==> config.mk <==
export PLATFORM = sky130hd
export DESIGN_NAME = decode_cycle_flat
export DESIGN_NICKNAME = d
export VERILOG_FILES = /design/src/rtl/decode_cycle_if.sv /design/src/rtl/decode_cycle.sv /design/src/flat_wrapper.sv
export SDC_FILE = /design/constraint.sdc
export NUM_CORES = 2
export LEC_CHECK = 0
export BUFFER_PORTS_ARGS = -buffer_cell sky130_fd_sc_hd__buf_2
export CAP_MARGIN = 20
export CORE_MARGIN = 8
export CORE_UTILIZATION = 60
export DETAILED_ROUTE_END_ITERATION = 6
export PLACE_DENSITY_LB_ADDON = 0.05
export SKIP_CTS_REPAIR_TIMING = 1
export SLEW_MARGIN = 20
export SYNTH_ARGS = -nofsm -noshare
export SYNTH_HDL_FRONTEND = slang
export SYNTH_SLANG_ARGS = --single-unit
==> constraint.sdc <==
create_clock -name clk -period 5.89 [get_ports clk]
set_clock_uncertainty 0.1 [all_clocks]
set_input_delay 0.8835 -clock clk [delete_from_list [all_inputs] [get_ports clk]]
set_output_delay 0.8835 -clock clk [all_outputs]
set_load 0.05 [all_outputs]
==> src/rtl/decode_cycle_if.sv <==
// Decode-to-execute bundle: instruction/PC inputs, writeback port, flush and
// the registered execute-stage outputs.
interface decode_cycle_if;
    logic [31:0] InstrD;
    logic [31:0] PCD;
    logic [31:0] PCPlus4D;
    logic        RegWriteW;
    logic [4:0]  RDW;
    logic [31:0] ResultW;
    logic        FlushE;

    logic        RegWriteE;
    logic        MemWriteE;
    logic        JumpE;
    logic        BranchE;
    logic        ALUSrcE;
    logic [1:0]  ResultSrcE;
    logic [2:0]  ALUControlE;
    logic [31:0] RD1E;
    logic [31:0] RD2E;
    logic [31:0] ImmExtE;
    logic [31:0] PCE;
    logic [31:0] PCPlus4E;
    logic [4:0]  RdE;
    logic [4:0]  Rs1E;
    logic [4:0]  Rs2E;

    modport master (
        output InstrD, PCD, PCPlus4D, RegWriteW, RDW, ResultW, FlushE,
        input  RegWriteE, MemWriteE, JumpE, BranchE, ALUSrcE, ResultSrcE,
               ALUControlE, RD1E, RD2E, ImmExtE, PCE, PCPlus4E, RdE, Rs1E, Rs2E
    );

    modport slave (
        input  InstrD, PCD, PCPlus4D, RegWriteW, RDW, ResultW, FlushE,
        output RegWriteE, MemWriteE, JumpE, BranchE, ALUSrcE, ResultSrcE,
               ALUControlE, RD1E, RD2E, ImmExtE, PCE, PCPlus4E, RdE, Rs1E, Rs2E
    );
endinterface

==> src/rtl/decode_cycle.sv <==
// Decode stage: register file with writeback bypass, control/ALU decode,
// immediate generation and the decode->execute pipeline register.
module decode_cycle (
    input logic          clk,
    input logic          rst,
    decode_cycle_if.slave bus
);
    typedef enum logic [2:0] {IMM_NONE, IMM_I, IMM_S, IMM_B, IMM_J} imm_src_e;

    typedef struct packed {
        logic        reg_write;
        logic [1:0]  result_src;
        logic        mem_write;
        logic        jump;
        logic        branch;
        logic        alu_src;
        logic [2:0]  alu_control;
        logic [31:0] rd1;
        logic [31:0] rd2;
        logic [31:0] imm_ext;
        logic [31:0] pc;
        logic [31:0] pc_plus4;
        logic [4:0]  rd;
        logic [4:0]  rs1;
        logic [4:0]  rs2;
    } ex_t;

    logic [6:0]  opcode;
    logic [2:0]  funct3;
    logic        funct7_b5;
    logic [4:0]  rs1_addr;
    logic [4:0]  rs2_addr;

    logic        reg_write;
    logic [1:0]  result_src;
    logic        mem_write;
    logic        jump;
    logic        branch;
    logic        alu_src;
    logic [2:0]  alu_control;
    imm_src_e    imm_src;
    logic [31:0] imm_ext;
    logic [31:0] rd1;
    logic [31:0] rd2;

    logic [31:0] regs_q [32];
    logic [31:0] regs_d [32];
    ex_t         ex_d;
    ex_t         ex_q;

    assign opcode    = bus.InstrD[6:0];
    assign funct3    = bus.InstrD[14:12];
    assign funct7_b5 = bus.InstrD[30];
    assign rs1_addr  = bus.InstrD[19:15];
    assign rs2_addr  = bus.InstrD[24:20];

    // Main control and ALU operation decode from opcode/funct fields
    always_comb begin
        reg_write   = 1'b0;
        result_src  = 2'b00;
        mem_write   = 1'b0;
        jump        = 1'b0;
        branch      = 1'b0;
        alu_src     = 1'b0;
        imm_src     = IMM_NONE;
        alu_control = 3'b000;
        unique case (opcode)
            7'b0000011: begin reg_write = 1'b1; result_src = 2'b01; alu_src = 1'b1; imm_src = IMM_I; end
            7'b0100011: begin mem_write = 1'b1; alu_src = 1'b1; imm_src = IMM_S; end
            7'b0110011: begin reg_write = 1'b1; end
            7'b1100011: begin branch = 1'b1; imm_src = IMM_B; alu_control = 3'b001; end
            7'b0010011: begin reg_write = 1'b1; alu_src = 1'b1; imm_src = IMM_I; end
            7'b1101111: begin reg_write = 1'b1; result_src = 2'b10; jump = 1'b1; imm_src = IMM_J; end
            default: ;
        endcase
        if (opcode == 7'b0110011 || opcode == 7'b0010011) begin
            unique case (funct3)
                3'b000:  alu_control = (opcode == 7'b0110011 && funct7_b5) ? 3'b001 : 3'b000;
                3'b010:  alu_control = 3'b101;
                3'b110:  alu_control = 3'b011;
                3'b111:  alu_control = 3'b010;
                default: alu_control = 3'b000;
            endcase
        end
    end

    // Sign-extended immediate for the selected instruction format
    always_comb begin
        unique case (imm_src)
            IMM_I:   imm_ext = {{20{bus.InstrD[31]}}, bus.InstrD[31:20]};
            IMM_S:   imm_ext = {{20{bus.InstrD[31]}}, bus.InstrD[31:25], bus.InstrD[11:7]};
            IMM_B:   imm_ext = {{20{bus.InstrD[31]}}, bus.InstrD[7], bus.InstrD[30:25], bus.InstrD[11:8], 1'b0};
            IMM_J:   imm_ext = {{12{bus.InstrD[31]}}, bus.InstrD[19:12], bus.InstrD[20], bus.InstrD[30:21], 1'b0};
            default: imm_ext = '0;
        endcase
    end

    // Register reads: x0 hard-wired to zero, same-cycle writeback bypassed
    always_comb begin
        if (rs1_addr == 5'd0)
            rd1 = '0;
        else if (bus.RegWriteW && bus.RDW == rs1_addr)
            rd1 = bus.ResultW;
        else
            rd1 = regs_q[rs1_addr];
        if (rs2_addr == 5'd0)
            rd2 = '0;
        else if (bus.RegWriteW && bus.RDW == rs2_addr)
            rd2 = bus.ResultW;
        else
            rd2 = regs_q[rs2_addr];
    end

    // Next register-file contents; writes to x0 are dropped
    always_comb begin
        regs_d = regs_q;
        if (bus.RegWriteW && bus.RDW != 5'd0)
            regs_d[bus.RDW] = bus.ResultW;
    end

    // Register file storage with synchronous clear
    always_ff @(posedge clk) begin
        if (!rst) begin
            for (int unsigned i = 0; i < 32; i++)
                regs_q[i] <= '0;
        end else begin
            regs_q <= regs_d;
        end
    end

    // Next execute-stage entry, or a bubble when flushed
    always_comb begin
        ex_d = '0;
        if (!bus.FlushE) begin
            ex_d.reg_write   = reg_write;
            ex_d.result_src  = result_src;
            ex_d.mem_write   = mem_write;
            ex_d.jump        = jump;
            ex_d.branch      = branch;
            ex_d.alu_src     = alu_src;
            ex_d.alu_control = alu_control;
            ex_d.rd1         = rd1;
            ex_d.rd2         = rd2;
            ex_d.imm_ext     = imm_ext;
            ex_d.pc          = bus.PCD;
            ex_d.pc_plus4    = bus.PCPlus4D;
            ex_d.rd          = bus.InstrD[11:7];
            ex_d.rs1         = rs1_addr;
            ex_d.rs2         = rs2_addr;
        end
    end

    // Decode->execute pipeline register
    always_ff @(posedge clk) begin
        if (!rst)
            ex_q <= '0;
        else
            ex_q <= ex_d;
    end

    assign bus.RegWriteE   = ex_q.reg_write;
    assign bus.ResultSrcE  = ex_q.result_src;
    assign bus.MemWriteE   = ex_q.mem_write;
    assign bus.JumpE       = ex_q.jump;
    assign bus.BranchE     = ex_q.branch;
    assign bus.ALUSrcE     = ex_q.alu_src;
    assign bus.ALUControlE = ex_q.alu_control;
    assign bus.RD1E        = ex_q.rd1;
    assign bus.RD2E        = ex_q.rd2;
    assign bus.ImmExtE     = ex_q.imm_ext;
    assign bus.PCE         = ex_q.pc;
    assign bus.PCPlus4E    = ex_q.pc_plus4;
    assign bus.RdE         = ex_q.rd;
    assign bus.Rs1E        = ex_q.rs1;
    assign bus.Rs2E        = ex_q.rs2;
endmodule

==> src/flat_wrapper.sv <==
// flat-port wrapper written by rule: the top's interface ports become plain ports
module decode_cycle_flat 
  (clk, rst, bus_InstrD, bus_PCD, bus_PCPlus4D, bus_RegWriteW, bus_RDW, bus_ResultW, bus_FlushE, bus_RegWriteE, bus_MemWriteE, bus_JumpE, bus_BranchE, bus_ALUSrcE, bus_ResultSrcE, bus_ALUControlE, bus_RD1E, bus_RD2E, bus_ImmExtE, bus_PCE, bus_PCPlus4E, bus_RdE, bus_Rs1E, bus_Rs2E);
  decode_cycle_if bus_i ();
  input logic clk;
  input logic rst;
  input wire logic [$bits(bus_i.InstrD)-1:0] bus_InstrD;
  input wire logic [$bits(bus_i.PCD)-1:0] bus_PCD;
  input wire logic [$bits(bus_i.PCPlus4D)-1:0] bus_PCPlus4D;
  input wire logic [$bits(bus_i.RegWriteW)-1:0] bus_RegWriteW;
  input wire logic [$bits(bus_i.RDW)-1:0] bus_RDW;
  input wire logic [$bits(bus_i.ResultW)-1:0] bus_ResultW;
  input wire logic [$bits(bus_i.FlushE)-1:0] bus_FlushE;
  output wire logic [$bits(bus_i.RegWriteE)-1:0] bus_RegWriteE;
  output wire logic [$bits(bus_i.MemWriteE)-1:0] bus_MemWriteE;
  output wire logic [$bits(bus_i.JumpE)-1:0] bus_JumpE;
  output wire logic [$bits(bus_i.BranchE)-1:0] bus_BranchE;
  output wire logic [$bits(bus_i.ALUSrcE)-1:0] bus_ALUSrcE;
  output wire logic [$bits(bus_i.ResultSrcE)-1:0] bus_ResultSrcE;
  output wire logic [$bits(bus_i.ALUControlE)-1:0] bus_ALUControlE;
  output wire logic [$bits(bus_i.RD1E)-1:0] bus_RD1E;
  output wire logic [$bits(bus_i.RD2E)-1:0] bus_RD2E;
  output wire logic [$bits(bus_i.ImmExtE)-1:0] bus_ImmExtE;
  output wire logic [$bits(bus_i.PCE)-1:0] bus_PCE;
  output wire logic [$bits(bus_i.PCPlus4E)-1:0] bus_PCPlus4E;
  output wire logic [$bits(bus_i.RdE)-1:0] bus_RdE;
  output wire logic [$bits(bus_i.Rs1E)-1:0] bus_Rs1E;
  output wire logic [$bits(bus_i.Rs2E)-1:0] bus_Rs2E;
  assign bus_i.InstrD = bus_InstrD;
  assign bus_i.PCD = bus_PCD;
  assign bus_i.PCPlus4D = bus_PCPlus4D;
  assign bus_i.RegWriteW = bus_RegWriteW;
  assign bus_i.RDW = bus_RDW;
  assign bus_i.ResultW = bus_ResultW;
  assign bus_i.FlushE = bus_FlushE;
  assign bus_RegWriteE = bus_i.RegWriteE;
  assign bus_MemWriteE = bus_i.MemWriteE;
  assign bus_JumpE = bus_i.JumpE;
  assign bus_BranchE = bus_i.BranchE;
  assign bus_ALUSrcE = bus_i.ALUSrcE;
  assign bus_ResultSrcE = bus_i.ResultSrcE;
  assign bus_ALUControlE = bus_i.ALUControlE;
  assign bus_RD1E = bus_i.RD1E;
  assign bus_RD2E = bus_i.RD2E;
  assign bus_ImmExtE = bus_i.ImmExtE;
  assign bus_PCE = bus_i.PCE;
  assign bus_PCPlus4E = bus_i.PCPlus4E;
  assign bus_RdE = bus_i.RdE;
  assign bus_Rs1E = bus_i.Rs1E;
  assign bus_Rs2E = bus_i.Rs2E;
  decode_cycle u_core (.clk(clk), .rst(rst), .bus(bus_i));
endmodule
==> results.cfg <==
[global_routing]
grt_max_degree = 242
grt_pass1_wl_um = 319700
grt_overflow = 0
grt_pass1_vias = 48717
grt_antenna_before_repair = 12
track_usage = 0.3928

[drt]
drtPass1Iterations = 6
drtAntennaViolNets = 0
routedWlPerCell_um = 28.71
vias = 51269
first_iter_violations = 6592
finalWirelength_um = 221200
drc_errors = 0
avgViaCountPerCell = 6.655

[synth]
yosysTopAreaCellShare = 0.4051
yosys_warnings = 0
synthTopCellsByArea = dfxtp_1 (41%), mux4_2 (15%), nand2_1 (14%)
postSynthAreaPerCell_um2 = 9.224
synth_edf_count = 0
synth_nets = 6555
async_flop_share = 0
ys_seq_area_frac = 0.4051
ys_types = 56
synthFlopType = dfxtp_1
ys_ff_latch = 1198
netlist_area_um2 = 59200
synthCells = 6418
yosysTopAreaCell = dfxtp_1

[worst_setup_path]
critPathMaxFanout = 76
critPathLaunchType = input pin
cp-end-kind = flip-flop
crit_start = bus_InstrD[16]
cp.arrival_ns = 3.98
r2r_start = u_core.regs_q[537]$_SDFFE_PN0P_
crit_type = in -> reg
required_ns = 6.43

[clock_tree]
clkSinkCount = 1198
cts_tree = done
clk_pin_slew_ns = 0.06
clock-root-buffer = clkbuf_16
cts-buffers-inserted = 133
clk_latency_ns = 0.76
htreeDepth = 4
clock_path_buffers = 3

[cells_and_area]
multi_input_area_um2 = 32610
finalCoreUtilization = 0.6682
nets = 6440
register_area_um2 = 23980
fillers = 7862
syn2layout_area_growth_pct = 10.77
drive_above_1_share = 0.1762

[min_path]
min_path_type = in -> reg
min_from = bus_PCPlus4D[17]

[run_status]
status = complete, no violations

[floorplanning]
initial_core_util = 0.6032
die_x_um = 330.1
core-area_um2 = 98130
rows = 115
die_area_um2 = 109000
io_pins = 322
die_y_um = 330.1

[timing]
max_freq_mhz = 290.0
period_minus_slack_ns = 3.448
fin_crit_sh = 0.5855
hold_viol_final = 0
relSlewSlack = 0.1531
fin_tns_setup_ns = 0
rsz0062_at_grt = false
drv_slew = 0
setup_viol = 0
worstMarginPinSlew_ns = 1.267

[power_and_ir_drop]
ir_drop_mv = 0.2541
p_leak_uw = 0.02280
power_density_nw_per_um2 = 283.8

[place]
dp_hpwl_um = 124400
place.gp.congestion = 0.8898
port_buffers = 321

[flow_run]
drv_cap = 0
## worst max-delay path, stage by stage
cell and delay, ns:
buf_8 0.60, xnor2_1 0.20, nand4_1 0.38, o211ai_4 0.98
buf_4 0.52, nor3_1 0.12, a22o_1 0.22
## state kept, by name, summed over array words and instances, names as in the netlist
name	count
u_core.bus.RD1E	32
u_core.bus.ALUSrcE	1
u_core.bus.PCPlus4E	32
u_core.bus.MemWriteE	1
u_core.bus.RdE	5
u_core.bus.Rs1E	5
u_core.bus.BranchE	1
u_core.bus.RD2E	32
u_core.bus.ALUControlE	3
u_core.bus.ImmExtE	21
u_core.regs_q	1024
u_core.bus.RegWriteE	1
u_core.bus.Rs2E	5
u_core.bus.JumpE	1
u_core.bus.PCE	32
u_core.bus.ResultSrcE	2
## kinds of logic after synthesis
kind of cell           count (synthesis)  synth area share
XOR/XNOR                              10          0.001479
AO/OA/AOI/OAI                       1400            0.1771
AND/OR/NAND/NOR                     2454            0.1676
flip-flops                          1198            0.4051
multiplexers                         671            0.1983
buffers and inverters                685           0.05041
## metal layers
metal	global-route usage	share of wire
met4	0.2634	0.074
met2	0.5916	0.43
met1	0.4993	0.37
met3	0.09776	0.12
met5	0	0.00012
## cell type report
type | instances | area share
multi-input combinational | 4535 | 0.4973
antenna | 10 | 0.0003816
timing repair buffer | 432 | 0.04171
tap | 1287 | 0.02456
clock inverter | 42 | 0.008224
inverter | 3 | 0.0001717
sequential | 1198 | 0.3657
clock buffer | 197 | 0.06186
## metrics by stage
step | instance area, um^2 | power [uW] | cells | setup WS (ns) | hold slack [ns]
4_1_cts | 65520 | 18590 | 7693 | 2.645 | 0.1856
3_3_place_gp | 60810 | 9994 | 7450 | 1.864 | 0.3481
3_5_place_dp | 60920 | 10010 | 7454 | 1.848 | 0.3544
5_1_grt | 65560 | 19010 | 7700 | 2.511 | 0.2087
6_report | 65570 | 18610 | 7704 | 2.442 | 0.2254
2_1_floorplan | 59200 | 9462 | 6418 | 3.215 | 0.3408
## where the power goes
group          total [uW]  switching (uW)  leakage, uW  internal [uW]
Sequential           8250            60.6      0.00967           8190
Combinational        1630            1130       0.0109            496
Clock                8730            3520      0.00226           5220
## synthesized netlist by cell type, drive strengths merged (10+ instances only)
library cell  count
nand3            28
o221ai           21
nand4            12
mux4            401
mux2i           268
a21oi            66
buf             237
nor4             13
clkbuf          445
xnor2            10
o2111ai          25
a31oi            23
a22oi           129
a32o             32
a211oi           16
a22o             31
dfxtp          1198
a21boi          992
o22ai            38
nor3             44
nand2          2157
nor2             38
nor2b            12
and2            124
## path summary, 6_finish.rpt
path,end,slack [ns],cells after the start
min,u_core.bus.PCPlus4E[17]$_SDFF_PP0_,0.23,2
min reg2reg,u_core.regs_q[826]$_SDFFE_PN0P_,0.36,2
max,u_core.bus.RD1E[0]$_SDFF_PP0_,2.44,7
max reg2reg,u_core.bus.RD1E[25]$_SDFF_PP0_,3.78,4
## placed cells by master, fill, tap and decap left out, types with 8 or more instances in the layout
| cell | netlist | routed |
|---|---|---|
| and2_1 | 122 | 121 |
| a22o_1 | 31 | 31 |
| xnor2_1 | 10 | 10 |
| a31oi_1 | 23 | 23 |
| buf_2 | 159 | 312 |
| o22ai_1 | 38 | 38 |
| bufinv_16 | 0 | 10 |
| mux4_2 | 400 | 400 |
| mux2i_1 | 268 | 268 |
| a22oi_1 | 129 | 129 |
| nand4_1 | 12 | 12 |
| nor4_4 | 0 | 9 |
| o221ai_1 | 21 | 21 |
| a21oi_1 | 66 | 66 |
| nor2_4 | 0 | 14 |
| diode_2 | 0 | 10 |
| nand3_1 | 28 | 27 |
| clkbuf_16 | 0 | 139 |
| clkbuf_1 | 445 | 22 |
| dfxtp_1 | 1198 | 1198 |
| o2111ai_1 | 25 | 25 |
| nor3_1 | 33 | 32 |
| nand2b_1 | 9 | 9 |
| clkbuf_8 | 0 | 36 |
| buf_4 | 37 | 98 |
| clkinv_2 | 0 | 17 |
| nor3_4 | 0 | 10 |
| nor2_1 | 37 | 23 |
| a211oi_1 | 16 | 16 |
| o21ai_1 | 8 | 8 |
| buf_12 | 0 | 14 |
| nand2_1 | 2156 | 2138 |
| a21boi_0 | 660 | 660 |
| a32o_1 | 32 | 32 |
| a21boi_1 | 332 | 332 |
| nand2_2 | 1 | 16 |
Note: power is estimated with default switching activity, not from simulation.
